**src/rtl/alu_pkg.sv**
```systemverilog
// Shared CPU execute-stage types: data width, ALU opcodes and the ALU flag vector.
package CPU_package;

    localparam int DATA_WIDTH = 16;

    typedef enum logic [3:0] {
        ALU_OP_ADD = 4'h0,
        ALU_OP_SUB = 4'h1,
        ALU_OP_SHL = 4'h2,
        ALU_OP_SHR = 4'h3,
        ALU_OP_AND = 4'h8,
        ALU_OP_OR  = 4'h9,
        ALU_OP_XOR = 4'hA,
        ALU_OP_NOT = 4'hB,
        ALU_OP_CPR = 4'hC
    } enum_alu_opcode_t;

    typedef struct packed {
        logic carry;
        logic zero;
        logic sign;
        logic overflow;
        logic eq;
        logic gt;
        logic lt;
    } struct_alu_flag_t;

endpackage

```
**src/rtl/alu_if.sv**
```systemverilog
// Operand/opcode bundle into the ALU and registered result/flags back out.
interface alu_if;
    import CPU_package::*;

    logic [DATA_WIDTH-1:0] in_a;
    logic [DATA_WIDTH-1:0] in_b;
    logic                  input_carry;
    enum_alu_opcode_t      alu_opcode;
    logic                  mode;
    logic [DATA_WIDTH-1:0] alu_out;
    struct_alu_flag_t      alu_out_flag;

    modport master (
        output in_a, in_b, input_carry, alu_opcode, mode,
        input  alu_out, alu_out_flag
    );

    modport slave (
        input  in_a, in_b, input_carry, alu_opcode, mode,
        output alu_out, alu_out_flag
    );

endinterface

```
**src/rtl/alu_comb.sv**
```systemverilog
// Combinational result and flag generation; arithmetic runs on a 17-bit width
// so the top bit doubles as carry (ADD) or borrow (SUB).
module alu_comb
    import CPU_package::*;
(
    input  logic [DATA_WIDTH-1:0] in_a,
    input  logic [DATA_WIDTH-1:0] in_b,
    input  logic                  input_carry,
    input  enum_alu_opcode_t      alu_opcode,
    input  logic                  mode,
    output logic [DATA_WIDTH-1:0] res,
    output struct_alu_flag_t      flag
);

    logic [DATA_WIDTH:0] sum;
    logic [DATA_WIDTH:0] diff;
    logic                valid;

    assign sum  = {1'b0, in_a} + {1'b0, in_b} + {{DATA_WIDTH{1'b0}}, input_carry};
    assign diff = {1'b0, in_a} - {1'b0, in_b} - {{DATA_WIDTH{1'b0}}, input_carry};

    always_comb begin
        res   = '0;
        flag  = '0;
        valid = 1'b0;
        if (mode) begin
            valid = 1'b1;
            case (alu_opcode)
                ALU_OP_ADD: begin
                    res           = sum[DATA_WIDTH-1:0];
                    flag.carry    = sum[DATA_WIDTH];
                    flag.overflow = (in_a[DATA_WIDTH-1] == in_b[DATA_WIDTH-1]) &&
                                    (res[DATA_WIDTH-1] != in_a[DATA_WIDTH-1]);
                end
                ALU_OP_SUB: begin
                    res           = diff[DATA_WIDTH-1:0];
                    flag.carry    = diff[DATA_WIDTH];
                    flag.overflow = (in_a[DATA_WIDTH-1] != in_b[DATA_WIDTH-1]) &&
                                    (res[DATA_WIDTH-1] != in_a[DATA_WIDTH-1]);
                end
                ALU_OP_SHL: begin
                    res        = {in_a[DATA_WIDTH-2:0], input_carry};
                    flag.carry = in_a[DATA_WIDTH-1];
                end
                ALU_OP_SHR: begin
                    res        = {input_carry, in_a[DATA_WIDTH-1:1]};
                    flag.carry = in_a[0];
                end
                default: valid = 1'b0;
            endcase
        end else begin
            valid = 1'b1;
            case (alu_opcode)
                ALU_OP_AND: res = in_a & in_b;
                ALU_OP_OR:  res = in_a | in_b;
                ALU_OP_XOR: res = in_a ^ in_b;
                ALU_OP_NOT: res = ~in_a;
                ALU_OP_CPR: begin
                    flag.eq = (in_a == in_b);
                    flag.gt = (in_a > in_b);
                    flag.lt = (in_a < in_b);
                end
                default: valid = 1'b0;
            endcase
        end

        // Invalid combinations leave everything zero, including the zero flag.
        if (valid) begin
            if (!mode && alu_opcode == ALU_OP_CPR) begin
                flag.zero = flag.eq;
            end else begin
                flag.zero = (res == '0);
                flag.sign = res[DATA_WIDTH-1];
            end
        end
    end

endmodule

```
**src/rtl/alu.sv**
```systemverilog
// Execute-stage ALU: combinational core followed by a single output register.
module alu
    import CPU_package::*;
(
    input  logic   clk,
    input  logic   rst_n,
    alu_if.slave   bus
);

    logic [DATA_WIDTH-1:0] res;
    struct_alu_flag_t      flag;

    alu_comb u_comb (
        .in_a        (bus.in_a),
        .in_b        (bus.in_b),
        .input_carry (bus.input_carry),
        .alu_opcode  (bus.alu_opcode),
        .mode        (bus.mode),
        .res         (res),
        .flag        (flag)
    );

    always_ff @(posedge clk or negedge rst_n) begin
        if (!rst_n) begin
            bus.alu_out      <= '0;
            bus.alu_out_flag <= '0;
        end else begin
            bus.alu_out      <= res;
            bus.alu_out_flag <= flag;
        end
    end

endmodule

```
**src/flat_wrapper.sv**
```systemverilog
// flat-port wrapper written by rule: the top's interface ports become plain ports
module alu_flat import CPU_package::*;
  (clk, rst_n, bus_in_a, bus_in_b, bus_input_carry, bus_alu_opcode, bus_mode, bus_alu_out, bus_alu_out_flag);
  alu_if bus_i ();
  input  logic clk;
  input  logic rst_n;
  input wire logic [$bits(bus_i.in_a)-1:0] bus_in_a;
  input wire logic [$bits(bus_i.in_b)-1:0] bus_in_b;
  input wire logic [$bits(bus_i.input_carry)-1:0] bus_input_carry;
  input wire logic [$bits(bus_i.alu_opcode)-1:0] bus_alu_opcode;
  input wire logic [$bits(bus_i.mode)-1:0] bus_mode;
  output wire logic [$bits(bus_i.alu_out)-1:0] bus_alu_out;
  output wire logic [$bits(bus_i.alu_out_flag)-1:0] bus_alu_out_flag;
  assign bus_i.in_a = bus_in_a;
  assign bus_i.in_b = bus_in_b;
  assign bus_i.input_carry = bus_input_carry;
  assign bus_i.alu_opcode = bus_alu_opcode;
  assign bus_i.mode = bus_mode;
  assign bus_alu_out = bus_i.alu_out;
  assign bus_alu_out_flag = bus_i.alu_out_flag;
  alu u_core (.clk(clk), .rst_n(rst_n), .bus(bus_i));
endmodule
```
**config.mk**
```make
export PLATFORM = sky130hd
export DESIGN_NAME = alu_flat
export DESIGN_NICKNAME = d
export VERILOG_FILES = /design/src/rtl/alu_pkg.sv /design/src/rtl/alu_if.sv /design/src/rtl/alu_comb.sv /design/src/rtl/alu.sv /design/src/flat_wrapper.sv
export SDC_FILE = /design/constraint.sdc
export NUM_CORES = 1
export LEC_CHECK = 0
export BUFFER_PORTS_ARGS = -buffer_cell sky130_fd_sc_hd__buf_2
export CORE_AREA = 2 2 101 103
export DETAILED_ROUTE_END_ITERATION = 7
export DIE_AREA = 0 0 103 105
export GPL_TIMING_DRIVEN = 1
export PLACE_DENSITY = 0.71
export SYNTH_ARGS = -nofsm -noshare
export SYNTH_HDL_FRONTEND = slang
export SYNTH_HIERARCHICAL = 1
export SYNTH_SLANG_ARGS = --single-unit
```
**constraint.sdc**
```tcl
create_clock -name clk -period 0.8 [get_ports clk]
set_input_delay 0.16 -clock clk [delete_from_list [all_inputs] [get_ports clk]]
set_output_delay 0.16 -clock clk [all_outputs]
set_load 0.02 [all_outputs]
```
== Yosys cells after proc, flatten, opt, wreduce, memory -nomap -nowiden ==
Cells that the tools add are included.

* Bits in registers: 23
* Input port bits: 40
* Output and inout bits: 23
* Word-level logic and storage cells: 54

* Add/subtract/negate cells: 4
* $lt $le $gt $ge: 2
* Eq/ne operators: 13
* Muxes and demuxes: 15
* Bitwise logic cells: 4
* Reduce and logical (&&, ||, !) cells: 8

{| class="wikitable"
|+ Operator list
! kind !! count
|-
| 16-bit case mux with 4 select lines || 2
|-
| 4-bit equality test (second input constant) || 5
|-
| 16-bit by 16-bit adder with 17-bit output || 1
|-
| 17-bit by 1-bit adder with 17-bit output || 1
|-
| 16-bit by 16-bit subtractor with 17-bit output || 1
|-
| 17-bit by 1-bit subtractor with 17-bit output || 1
|-
| 16-bit bitwise AND || 1
|-
| 16-bit equality test || 1
|-
| 16-bit > comparator || 1
|-
| 16-bit logical NOT || 1
|-
| 16-bit less-than comparator || 1
|-
| 16-bit two-way mux || 1
|-
| 16-bit NOT || 1
|-
| 16-bit OR || 1
|-
| 16-bit XOR || 1
|-
| 4-bit by 2-bit equality test with 1-bit output (second input constant) || 2
|-
| 1-bit two-way mux || 7
|-
| 3-bit two-way mux || 2
|-
| 5-bit OR reduction || 1
|-
| 4-bit by 1-bit equality test with 1-bit output (second input constant) || 1
|-
| 4-bit logical NOT || 1
|-
| 1-bit case mux with 4 select lines || 1
|-
| 4-bit OR reduction || 1
|-
| 1-bit logical AND || 3
|-
| other kinds (5) || 7
|}

== Longest topological paths before layout ==
Gate-level depths: netlist of run 1.

* Word-level depth: 7
* Mapped depth: 14

== Hierarchy ==
Netlist of run 1, hierarchy kept.

{| class="wikitable"
|+ Modules (own cells, without submodules)
! module !! instances !! cells each !! area an instance (um^2)
|-
| alu_comb || 1 || 516 || 3,739.8
|-
| alu || 1 || 23 || 575.6
|}

== Worst setup path before layout of run 1 ==
Ideal clock, no wire load.

* Path kind: input to register
* Start: in bus_in_b[0]
* End: reg u_core/bus.alu_out_flag[5] (netlist name)
* Arrival: 2,993 ps
* Slack: -2,288 ps
* Stages on the path: 12
* Path buffers: 0
* Path through: inv_1 fa_1 fa_1 or2_4 a21oi_2 xnor2_1 a211o_1 or4_4 nor3_2 nand4bb_1 o31a_1 nor4b_2

{| class="wikitable"
|+ RTL lines
! item !! line !! text
|-
| start, declared || flat_wrapper.sv:8 || <nowiki>input wire logic [$bits(bus_i.in_b)-1:0] bus_in_b;</nowiki>
|}

==> results.md, run 1 <==
- N_diodes: 0
- Routed Antenna Nets: 0
- PD cells: around 970 nW/µm²
- Clock sinks: 23
- Syn Nets: about 660
- Number of synthesized register bits: 23
- Die X-Extent: around 100 µm
- Critical Path End Type: flop
- Slew Viols, Final: 0
- Crit-path max FO: 2
- GRT Residual Overflow: 0
- Synth warnings: 6
- Max Root-Sink Buffers: 2
- TritonRoute pass-1 iters: 7
- Largest net degree at the start of global routing: 24
- Final worst slack: -2.17 ns
- Final wirelength: 17,500 µm
- Failing checks: setup timing
- Post-route DRC: 0
- Yosys top cell area share: 0.226
- Initial core utilization: 0.448
- Top_reg_cell synth: dfrtp_1
- Yosys top cell by area: ha_1
- Hold Path End: u_core/bus.alu_out_flag[3]$_DFF_PN0_
- Post-DR vias/cell: 5.62
- Reg clk slew, reported paths: around 0.08 ns
- Synthesized area: roughly 4300 µm²
- Initial antenna violation count: 0
- Final Util: 0.774
- Final min period: 2.97 ns
- Register area share after synthesis: 0.133
- GPL Wtd Cong: roughly 0.95
- Placeable Area: 9640 µm²
- DIE HEIGHT: approximately 110 µm
- Vias: ~5,300
- Top cells by area, synth: ha_1 23%, dfrtp_1 13%, inv_1 6.2%, mux4_2 4.7%, nand2_1 3.6%
- RSZ-0062 raised after global routing: true
- Synthesis-to-layout area growth: 72.8%
- CTS Buf Count: 3
- Status: finished, violations left
- First-pass GRT wire length: between 20,000 and 30,000 µm
- Hold Path Stages: 2
- Clock root buffer: clkbuf_8
- Critical Path AT: roughly 3.1 ns
- Measured slew at the worst slew-check pin: ~0.55 ns
- Port bufs: just over 60
- Die ar.: ~11,000 µm²
- Syn Area/Cell: ~8.0 µm²
- Worst path required time: a little under 1 ns
- HP Class: in -> reg
- H-tree Lvls: 1
- Hold Vio Cnt, Final: 0
- Rel. slew slack: 0.631
- EDFF count, synth: 0
- Iter 0 DRT Violations: slightly below 400
- Max_cap viols: 0
- CTS tree: yes
- WS Path Type: in -> reg
- Most frequent cell after synthesis: ha_1
- Post-synth top cells: 78 x ha_1, 71 x inv_1, 41 x nand2_1, 31 x nor2_1, 30 x a21oi_1
- Synth cell types: between 70 and 80
- Site Rows: 36
- Ys async rst share: 1.00
- Final setup fails: 46
- Beginning of the worst hold path: bus_mode
- # IOs: 63
- Nature of the critical path startpoint: input port
- Hpwl dp: ~13,000 µm
- VDD IR max: 0.567 mV
- Sum Neg Setup Slack: -36.74 ns
- Share of cells above drive strength 1: 0.522
- Post-DR wirelength/cell: ~19 µm
- GRT Overall Usage: 0.315
- Leakage: 3.53 nW
- Fin nets: a little over 900
- Vias in the first global route: 5,246
- Mapped Cells: around 540
- Final period util: 3.71
- Fmax: around 0.34 GHz
==> layer usage <==
metal  share of wire  track usage  vias up
met2            0.49        0.528      289
met3           0.080       0.0375       42
met5               0            0        -
met4           0.023       0.0658        0
met1            0.41        0.430     2462
li1                -            -     2472
==> registers in the layout (all words and copies together), names as in the netlist <==
signal / flops
u_core/bus.alu_out: 16
u_core/bus.alu_out_flag: 7
==> area by class of cell <==
cell class | instances | area [µm²]
Clock buffer | 4 | 45.0
Fill cell | 699 | 2180
Inverter | 71 | 307
Multi-Input combinational cell | 417 | 4050
Sequential cell | 23 | 576
Tap cell | 133 | 166
Timing Repair Buffer | 289 | 2310
==> cell usage in the layout, fill, tap and decap left out, drive strengths merged, types with 5 or more instances in the layout <==
cell and instances:
a211oi 7, a21o 10, a21oi 31, a221oi 5, a222oi 5, a22oi 7, a31oi 5, buf 287
clkbuf 5, dfrtp 23, ha 78, inv 69, mux2i 5, mux4 9, nand2 41, nand3 6
nor2 31, nor2b 6, nor3 11, nor3b 6, o211ai 14, o21a 5, o21ai 37, o21bai 8
or4 5, xnor2 9, xor2 10
==> through the flow <==
step	instance area, µm²	hold WS, ns	std cells	worst slack, ns	total power [W]
after floorplan	4660	-0.136	539	-2.08	0.00360
after global placement	6530	0.126	914	-2.47	0.00542
after detailed placement	6530	0.133	914	-2.57	0.00549
after CTS	7230	0.215	932	-2.10	0.00674
after global routing	7460	0.209	937	-2.26	0.00757
final	7460	0.208	937	-2.17	0.00720
==> worst max-delay path: stages <==
cell and delay, ns:
buf_12 0.11, buf_6 0.12, fa_2 0.60, buf_6 0.11
ha_4 0.21, nor2_4 0.11, a21oi_2 0.06, a32o_2 0.28
or4_4 0.54, nor3_2 0.13, nand4bb_1 0.16, o31a_1 0.30
nor4b_2 0.24
==> power breakdown <==
group	leakage, nW	total [W]	switching, W	internal, W
combinational	3.19	0.00523	0.00262	0.00261
clock	0.0228	0.000741	0.000385	0.000357
sequential	0.316	0.00124	0.0000275	0.00121
==> how the worst max path moves through the flow <==
| stage | depth (start not counted) | to | start | slack (ns) |
|---|---|---|---|---|
| after CTS | 15 | u_core/bus.alu_out_flag[5]$_DFF_PN0_ | bus_in_b[0] | -2.10 |
| after global placement | 13 | u_core/bus.alu_out_flag[5]$_DFF_PN0_ | bus_in_b[0] | -2.47 |
| final | 13 | u_core/bus.alu_out_flag[5]$_DFF_PN0_ | bus_in_b[0] | -2.17 |
| after detailed placement | 13 | u_core/bus.alu_out_flag[5]$_DFF_PN0_ | bus_in_b[0] | -2.57 |
| after global routing | 14 | u_core/bus.alu_out_flag[5]$_DFF_PN0_ | bus_in_b[0] | -2.26 |
| after floorplan | 12 | u_core/bus.alu_out_flag[5]$_DFF_PN0_ | bus_in_b[0] | -2.08 |
==> cell families (layout without fill, tap and decap cells) <==
kind of cell / count (synthesis) / in the layout / synth area share
AO/OA/AOI/OAI: 167 / 167 / 0.263
XOR/XNOR: 19 / 19 / 0.0386
adder cells (fa/ha/maj): 82 / 82 / 0.245
buffers and inverters: 99 / 364 / 0.0922
flip-flops: 23 / 23 / 0.133
multiplexers: 16 / 16 / 0.0638
AND/OR/NAND/NOR: 133 / 133 / 0.164
==> what timing repair did <==
item | 4_1_cts | 5_1_grt
setup buffers | 17 | 10
endpoints found under the setup margin | 46 | 69
endpoints found under the hold margin | 23 | 0
pin swaps | 42 | 47
hold buffers | 1 | 0
gates resized for setup | 133 | 44
No activity file was read; power rests on OpenSTA's default activity.
==> inputs of run 2 (changes only) <==
--- a/config.mk
+++ b/config.mk
@@ -6,12 +6,11 @@
 export NUM_CORES = 1
 export LEC_CHECK = 0
 export BUFFER_PORTS_ARGS = -buffer_cell sky130_fd_sc_hd__buf_2
-export CORE_AREA = 2 2 101 103
+export CORE_AREA = 2 2 102 104
 export DETAILED_ROUTE_END_ITERATION = 7
-export DIE_AREA = 0 0 103 105
+export DIE_AREA = 0 0 104 106
 export GPL_TIMING_DRIVEN = 1
-export PLACE_DENSITY = 0.71
+export PLACE_DENSITY = 0.7
 export SYNTH_ARGS = -nofsm -noshare
 export SYNTH_HDL_FRONTEND = slang
-export SYNTH_HIERARCHICAL = 1
 export SYNTH_SLANG_ARGS = --single-unit
==> results.md, run 2 <==
- Hpwl dp: 13,500 µm
- Hold Path Stages: 3
- Most common cell after layout, fill and taps aside: buf_4
- Port bufs: slightly above 60
- EDFF count, synth: 0
- Max Root-Sink Buffers: 2
- Register share of total power: 0.172
- Synth warnings: 0
- HP Class: in -> reg
- Final worst slack: -2.08 ns
- Site Rows: 37
- Final hold slack: 0.320 ns
- Largest Register: u_core.bus.alu_out
- Status: finished, violations left
- Hold Vio Cnt, Final: 0
- CP Buf/Inv Count: 2
- CTS Buf Count: 3
- PD cells: about 960 nW/µm²
- GPL Wtd Cong: 0.953
- Die ar.: between 10,000 and 15,000 µm²
- H-tree Lvls: 1
- Beginning of the worst hold path: bus_mode
- Clock power share: 0.098
- Crit-path max FO: 3
- Post-route DRC: 0
- Yosys top cell by area: ha_1
- Synthesized area: approximately 4300 µm²
- Hold Path End: u_core.bus.alu_out_flag[3]$_DFF_PN0_
- Met3 Usage GRT: 0.0251
- # IOs: 63
- Clock root buffer: clkbuf_8
- VDD IR max: approximately 0.58 mV
- Comb pwr share: 0.730
- Failing checks: setup timing
- Post-DR wirelength/cell: approximately 20 µm
- DIE HEIGHT: around 110 µm
- Mapped Cells: about 550
- Fin nets: 940
- Slew Viols, Final: 0
- Final period util: 3.60
- Measured slew at the worst slew-check pin: 0.445 ns
- Nature of the critical path startpoint: input port
- Crit-path cells: buf_8 -> inv_4 -> fa_2 -> fa_2 -> o21a_1 -> nor3_2 -> o31ai_2 -> a222oi_1 -> o22ai_1 -> or4_1 -> nor4_2 -> nand4bb_1 -> o31ai_2
- Placeable Area: about 10000 µm²
- Most frequent cell after synthesis: ha_1
- Ys async rst share: 1.00
- GRT Overall Usage: 0.323
- Layout filler cell count: just over 700
- Post-synth top cells: 78 x ha_1, 68 x inv_1, 37 x a21oi_1, 37 x nor2_1, 25 x nand2_1
- Commonest non-fill, non-tap cells in the layout: 211 x buf_4, 56 x ha_1, 46 x inv_1, 43 x buf_6, 33 x nor2_1
- Top_reg_cell synth: dfrtp_1
- TritonRoute pass-1 iters: 5
- Critical path's top delay family: simple AND/OR/NAND/NOR gates
- Non-filler cells, final: between 900 and 1,000
- First-pass GRT wire length: 28,600 µm
- Routed Antenna Nets: 0
- Max reg flops: 16
- Top cells by area, synth: ha_1 23%, dfrtp_1 13%, inv_1 5.9%, a21oi_1 4.3%, mux2i_1 3.5%
- Number of synthesized register bits: 23
- Final wirelength: 18,600 µm
- Initial antenna violation count: 0
- Die X-Extent: around 100 µm
- Critical Path AT: ~3.1 ns
- Largest family of logic cells by synthesized area: compound AO/OA/AOI/OAI gates
- Met2 Usage GRT: 0.548
- CTS tree: yes
- RSZ-0062 raised after global routing: true
- Slowest CP cell: or4_1
- GRT Residual Overflow: 0
- Compound-cell area share of the yosys netlist: 0.270
- Sw Pwr: 0.00302 W
- WS Path Type: in -> reg
- Post-synthesis mux area share: 0.0477
- Yosys top cell area share: 0.226
- Register area share after synthesis: 0.133
- Iter 0 DRT Violations: 496
- Clock sinks: 23
- Max_cap viols: 0
- Reg clk slew, reported paths: approximately 0.07 ns
- Simple-gate share of the synthesized area: 0.183
- Share of cells above drive strength 1: 0.506
- Int Power: between 0.004 and 0.005 W
- Vias in the first global route: 5,520
- Leakage: 3.61 nW
- Synth cell types: 68
- Rel. slew slack: 0.699
- Busiest grt layer: met2
- Post-DR vias/cell: around 5.8
- Fmax: 0.348 GHz
- Syn Area/Cell: between 7 and 8 µm²
- Grt met1 use: 0.436
- N_diodes: 0
- Initial core utilization: 0.433
- Worst path required time: around 0.97 ns
- Final min period: 2.88 ns
- Switch share: 0.423
- CP peak stage delay: ~0.46 ns
- Largest net degree at the start of global routing: 24
- Syn Nets: between 600 and 700
- Synthesis-to-layout area growth: 71.6%
- Critical Path End Type: flop
- Adder-Cell Fraction of Synth Area: 0.244
- Vias: approximately 5,500
- Placed insts: roughly 940
- Largest registers: u_core.bus.alu_out (16), u_core.bus.alu_out_flag (7)
- Worst setup startpoint: bus_in_b[0]
- Final setup fails: 46
- XOR/XNOR Fraction of Synth Area: 0.0364
- Final Util: 0.742
-- run 2: cell types whose count changed after synthesis, moves of 8 or more --
| cell | delta |
|---|---|
| mux2i_1 | +10 |
| o211ai_1 | -9 |
| o22ai_1 | +15 |
| a221oi_1 | +8 |
| nand2_1 | -16 |
| o21ai_1 | -8 |
| o21ai_0 | -8 |
-- run 2: logic make-up after synthesis --
logic type | after synthesis
compound gates | 169
fa+ha+maj | 82
xor+xnor | 18
flops | 23
simple gates | 147
buf+inv | 96
mux | 18
-- run 2: cell type report --
type	instances	area, µm²	area share
multi-input combinational	434	4090	0.550
sequential	23	576	0.0775
timing repair buffer	288	2280	0.307
inverter	68	270	0.0364
clock buffer	3	41.3	0.00556
clock inverter	1	5.00	0.000674
tap	136	170	0.0229
-- run 2: worst max-delay path by stage --
stage / end / cells past startpoint
finish: u_core.bus.alu_out_flag[5]$_DFF_PN0_ / 13
global route: u_core.bus.alu_out_flag[5]$_DFF_PN0_ / 14
CTS: u_core.bus.alu_out_flag[5]$_DFF_PN0_ / 12
detailed placement: u_core.bus.alu_out_flag[5]$_DFF_PN0_ / 13
global placement: u_core.bus.alu_out_flag[5]$_DFF_PN0_ / 13
floorplan: u_core.bus.alu_out_flag[5]$_DFF_PN0_ / 11
-- run 2: layer usage --
metal,routed length (µm),part of all wire
met5,0,0
met3,1370,0.074
met1,7800,0.42
met2,8830,0.47
met4,602,0.032
-- run 2: worst min-delay path, delay by kind of cell --
| family | cells | cell delay, ns |
|---|---|---|
| AND/OR/NAND/NOR | 1 | 0.12 |
| buffers and inverters | 2 | 0.26 |
-- run 2: repair_timing --
action,4_1_cts,5_1_grt
endpoints found under the hold margin,23,0
hold buffers,1,0
cloned,0,0
gates resized for setup,127,50
endpoints found under the setup margin,46,69
buffers inserted,10,12
pin swaps,49,55
-- run 2: power by group through the flow --
stage | Combinational [W] | Clock, W | Sequential, W
final | 0.00522 | 0.000699 | 0.00123
after global routing | 0.00554 | 0.000757 | 0.00123
after CTS | 0.00475 | 0.000679 | 0.00122
after detailed placement | 0.00425 | 0 | 0.00123
after global placement | 0.00418 | 0 | 0.00123
after floorplan | 0.00228 | 0 | 0.00129
-- run 2: through the flow --
step	power, W	area [µm²]	TNS, ns	setup WS [ns]
4_1_cts	0.00665	7160	-34.46	-2.01
2_1_floorplan	0.00358	4600	-28.02	-1.88
3_3_place_gp	0.00542	6530	-40.04	-2.34
5_1_grt	0.00753	7420	-37.62	-2.13
3_5_place_dp	0.00549	6530	-41.00	-2.43
6_report	0.00714	7420	-36.14	-2.08
==> inputs of run 3 (changes only) <==
--- a/config.mk
+++ b/config.mk
@@ -6,11 +6,13 @@
 export NUM_CORES = 1
 export LEC_CHECK = 0
 export BUFFER_PORTS_ARGS = -buffer_cell sky130_fd_sc_hd__buf_2
-export CORE_AREA = 2 2 102 104
+export CELL_PAD_IN_SITES_DETAIL_PLACEMENT = 0
+export CELL_PAD_IN_SITES_GLOBAL_PLACEMENT = 1
+export CORE_AREA = 2 2 99 101
 export DETAILED_ROUTE_END_ITERATION = 7
-export DIE_AREA = 0 0 104 106
+export DIE_AREA = 0 0 101 103
 export GPL_TIMING_DRIVEN = 1
-export PLACE_DENSITY = 0.7
+export PLACE_DENSITY = 0.93
 export SYNTH_ARGS = -nofsm -noshare
 export SYNTH_HDL_FRONTEND = slang
 export SYNTH_SLANG_ARGS = --single-unit
==> constraint.sdc (replaced) <==
create_clock -name clk -period 3.5 [get_ports clk]
set_input_delay 0.7 -clock clk [delete_from_list [all_inputs] [get_ports clk]]
set_output_delay 0.7 -clock clk [all_outputs]
set_load 0.02 [all_outputs]
==> results.md, run 3 (synthesis gave the netlist of run 2 again) <==
- H-tree Lvls: 1
- Iter 0 DRT Violations: roughly 460
- CTS Buf Count: 3
- Non-filler cells, final: between 800 and 900
- CP Capture Point: u_core.bus.alu_out_flag[5]$_DFF_PN0_
- Nature of the critical path startpoint: input port
- Largest net degree at the start of global routing: 24
- Vias: approximately 5,000
- Critical Path End Type: flop
- Slew Viols, Final: 0
- Port bufs: 62
- PD cells: 227 nW/µm²
- GPL Wtd Cong: between 1 and 1.5
- Switch share: 0.422
- # IOs: between 60 and 70
- Fin area: 5650 µm²
- Met3 WL post-DR: around 1400 µm
- Commonest non-fill, non-tap cells in the layout: 113 x buf_4, 75 x ha_1, 68 x inv_1, 59 x buf_2, 37 x a21oi_1
- Max Root-Sink Buffers: 2
- Clock power share: 0.118
- WS Path Type: in -> reg
- Initial core utilization: 0.457
- Site Rows: 36
- VDD IR max: approximately 0.13 mV
- Reg clk slew, reported paths: roughly 0.07 ns
- Measured slew at the worst slew-check pin: roughly 0.9 ns
- Worst setup startpoint: bus_in_b[0]
- Final period util: 1.02
- Metal-1 WL: 5710 µm
- Status: finished, violations left
- GRT Overall Usage: 0.272
- Die ar.: 10,400 µm²
- Hpwl dp: approximately 11,000 µm
- Worst path required time: approximately 3.7 ns
- Vias in the first global route: approximately 4,700
- Hold Vio Cnt, Final: 0
- Fin nets: ~830
- Initial antenna violation count: 0
- Largest Register: u_core.bus.alu_out
- Post-DR vias/cell: slightly above 6
- Failing checks: setup timing
- Die X-Extent: between 100 and 150 µm
- Clock root buffer: clkbuf_8
- Post-DR wirelength/cell: 17.4 µm
- Post-route DRC: 0
- Final setup fails: 1
- Final wirelength: around 14,000 µm
- Area of the multi-input gates: around 3500 µm²
- Max reg flops: 16
- HP Class: in -> async
- CTS tree: yes
- Share of cells above drive strength 1: 0.290
- Placed insts: 811
- Final worst slack: -0.0533 ns
- Int Power: ~0.00074 W
- Cell Area, Placed: 5490 µm²
- Routed Antenna Nets: 0
- Register share of total power: 0.217
- Seq. cell area: about 580 µm²
- RSZ-0062 raised after global routing: true
- Leakage: slightly below 3 nW
- Top Metal Used: met4
- GRT Residual Overflow: 0
- Placeable Area: ~9500 µm²
- Largest registers: u_core.bus.alu_out (16), u_core.bus.alu_out_flag (7)
- TritonRoute pass-1 iters: 5
- Sw Pwr: ~0.00054 W
- Comb pwr share: 0.665
- First-pass GRT wire length: roughly 23,000 µm
- Most common cell after layout, fill and taps aside: buf_4
- Synthesis-to-layout area growth: 30.5%
- Fmax: 0.281 GHz
- Met2 routed WL: roughly 6400 µm
- Max_cap viols: 0
- Clock sinks: 23
- Critical Path AT: around 3.7 ns
- Layout filler cell count: just under 900
- Rel. slew slack: 0.401
- Crit-path max FO: 3
- Final min period: around 3.6 ns
- N_diodes: 0
- DIE HEIGHT: ~100 µm
[run 3: cell count changes in the layout (fill, tap and decap cells not counted), moves of 6 or more]
cell	before	now
buf_2	29	59
a21oi_1	29	37
a21oi_2	6	0
o21ai_0	12	18
buf_6	43	1
buf_4	211	113
inv_1	46	68
ha_4	21	1
ha_1	56	75
inv_2	17	0
[run 3: final cells by class]
class,instances,share of cell area
Timing Repair Buffer,174,0.207
Sequential cell,23,0.102
Tap cell,114,0.0253
Inverter,68,0.0452
Multi-Input combinational cell,434,0.612
Clock buffer,4,0.00798
[run 3: how the worst min path moves through the flow]
stage	slack, ns	endpoint	startpoint	cells after the start
finish	0.38	u_core.bus.alu_out_flag[0]$_DFF_PN0_	rst_n	1
global route	0.43	u_core.bus.alu_out[0]$_DFF_PN0_	rst_n	1
detailed placement	0.67	u_core.bus.alu_out[4]$_DFF_PN0_	rst_n	1
floorplan	0.40	u_core.bus.alu_out[0]$_DFF_PN0_	rst_n	0
CTS	0.38	u_core.bus.alu_out_flag[6]$_DFF_PN0_	rst_n	1
global placement	0.66	u_core.bus.alu_out[1]$_DFF_PN0_	rst_n	1
[run 3: per-layer routing]
layer | vias to the layer above | track usage
li1 | 2304 | -
met1 | 2273 | 0.361
met2 | 317 | 0.443
met3 | 58 | 0.0298
met4 | 0 | 0.129
met5 | - | 0
[run 3: power groups by stage]
| stage | clock network [W] | logic [W] | registers, W |
|---|---|---|---|
| 2_1_floorplan | 0 | 0.000462 | 0.000296 |
| 3_3_place_gp | 0 | 0.000776 | 0.000282 |
| 3_5_place_dp | 0 | 0.000798 | 0.000282 |
| 4_1_cts | 0.000159 | 0.000806 | 0.000277 |
| 5_1_grt | 0.000164 | 0.000922 | 0.000278 |
| 6_report | 0.000152 | 0.000851 | 0.000277 |
[run 3: what timing repair did]
action / in CTS / in global routing
hold buffers: 0 / 0
buffers inserted: 1 / 1
hold endpoints to repair: 0 / 0
endpoints found under the setup margin: 1 / 3
resized for setup: 5 / 20
pin swaps: 5 / 9
[run 3: stage by stage]
step                      utilization  TNS, ns  setup WS [ns]  hold slack [ns]  power, W
after floorplan                     -        0         0.0471            0.404  0.000758
after global placement          0.581   -0.464         -0.302            0.661   0.00106
after detailed placement        0.581   -0.958         -0.489            0.671   0.00108
after CTS                       0.588        0         0.0193            0.384   0.00124
after global routing            0.597   -0.179         -0.165            0.429   0.00136
final                           0.597  -0.0533        -0.0533            0.379   0.00128
[run 3: critical path, cell delays in order]
cell and delay, ns:
buf_8 0.10, fa_1 0.52, inv_1 0.09, ha_2 0.19, o21ai_2 0.07, a211o_1 0.35
nor2_2 0.16, mux2_2 0.35, a211oi_1 0.25, buf_4 0.17, o211ai_1 0.09, nor4_2 0.27
nand4bb_1 0.17, o31ai_2 0.24
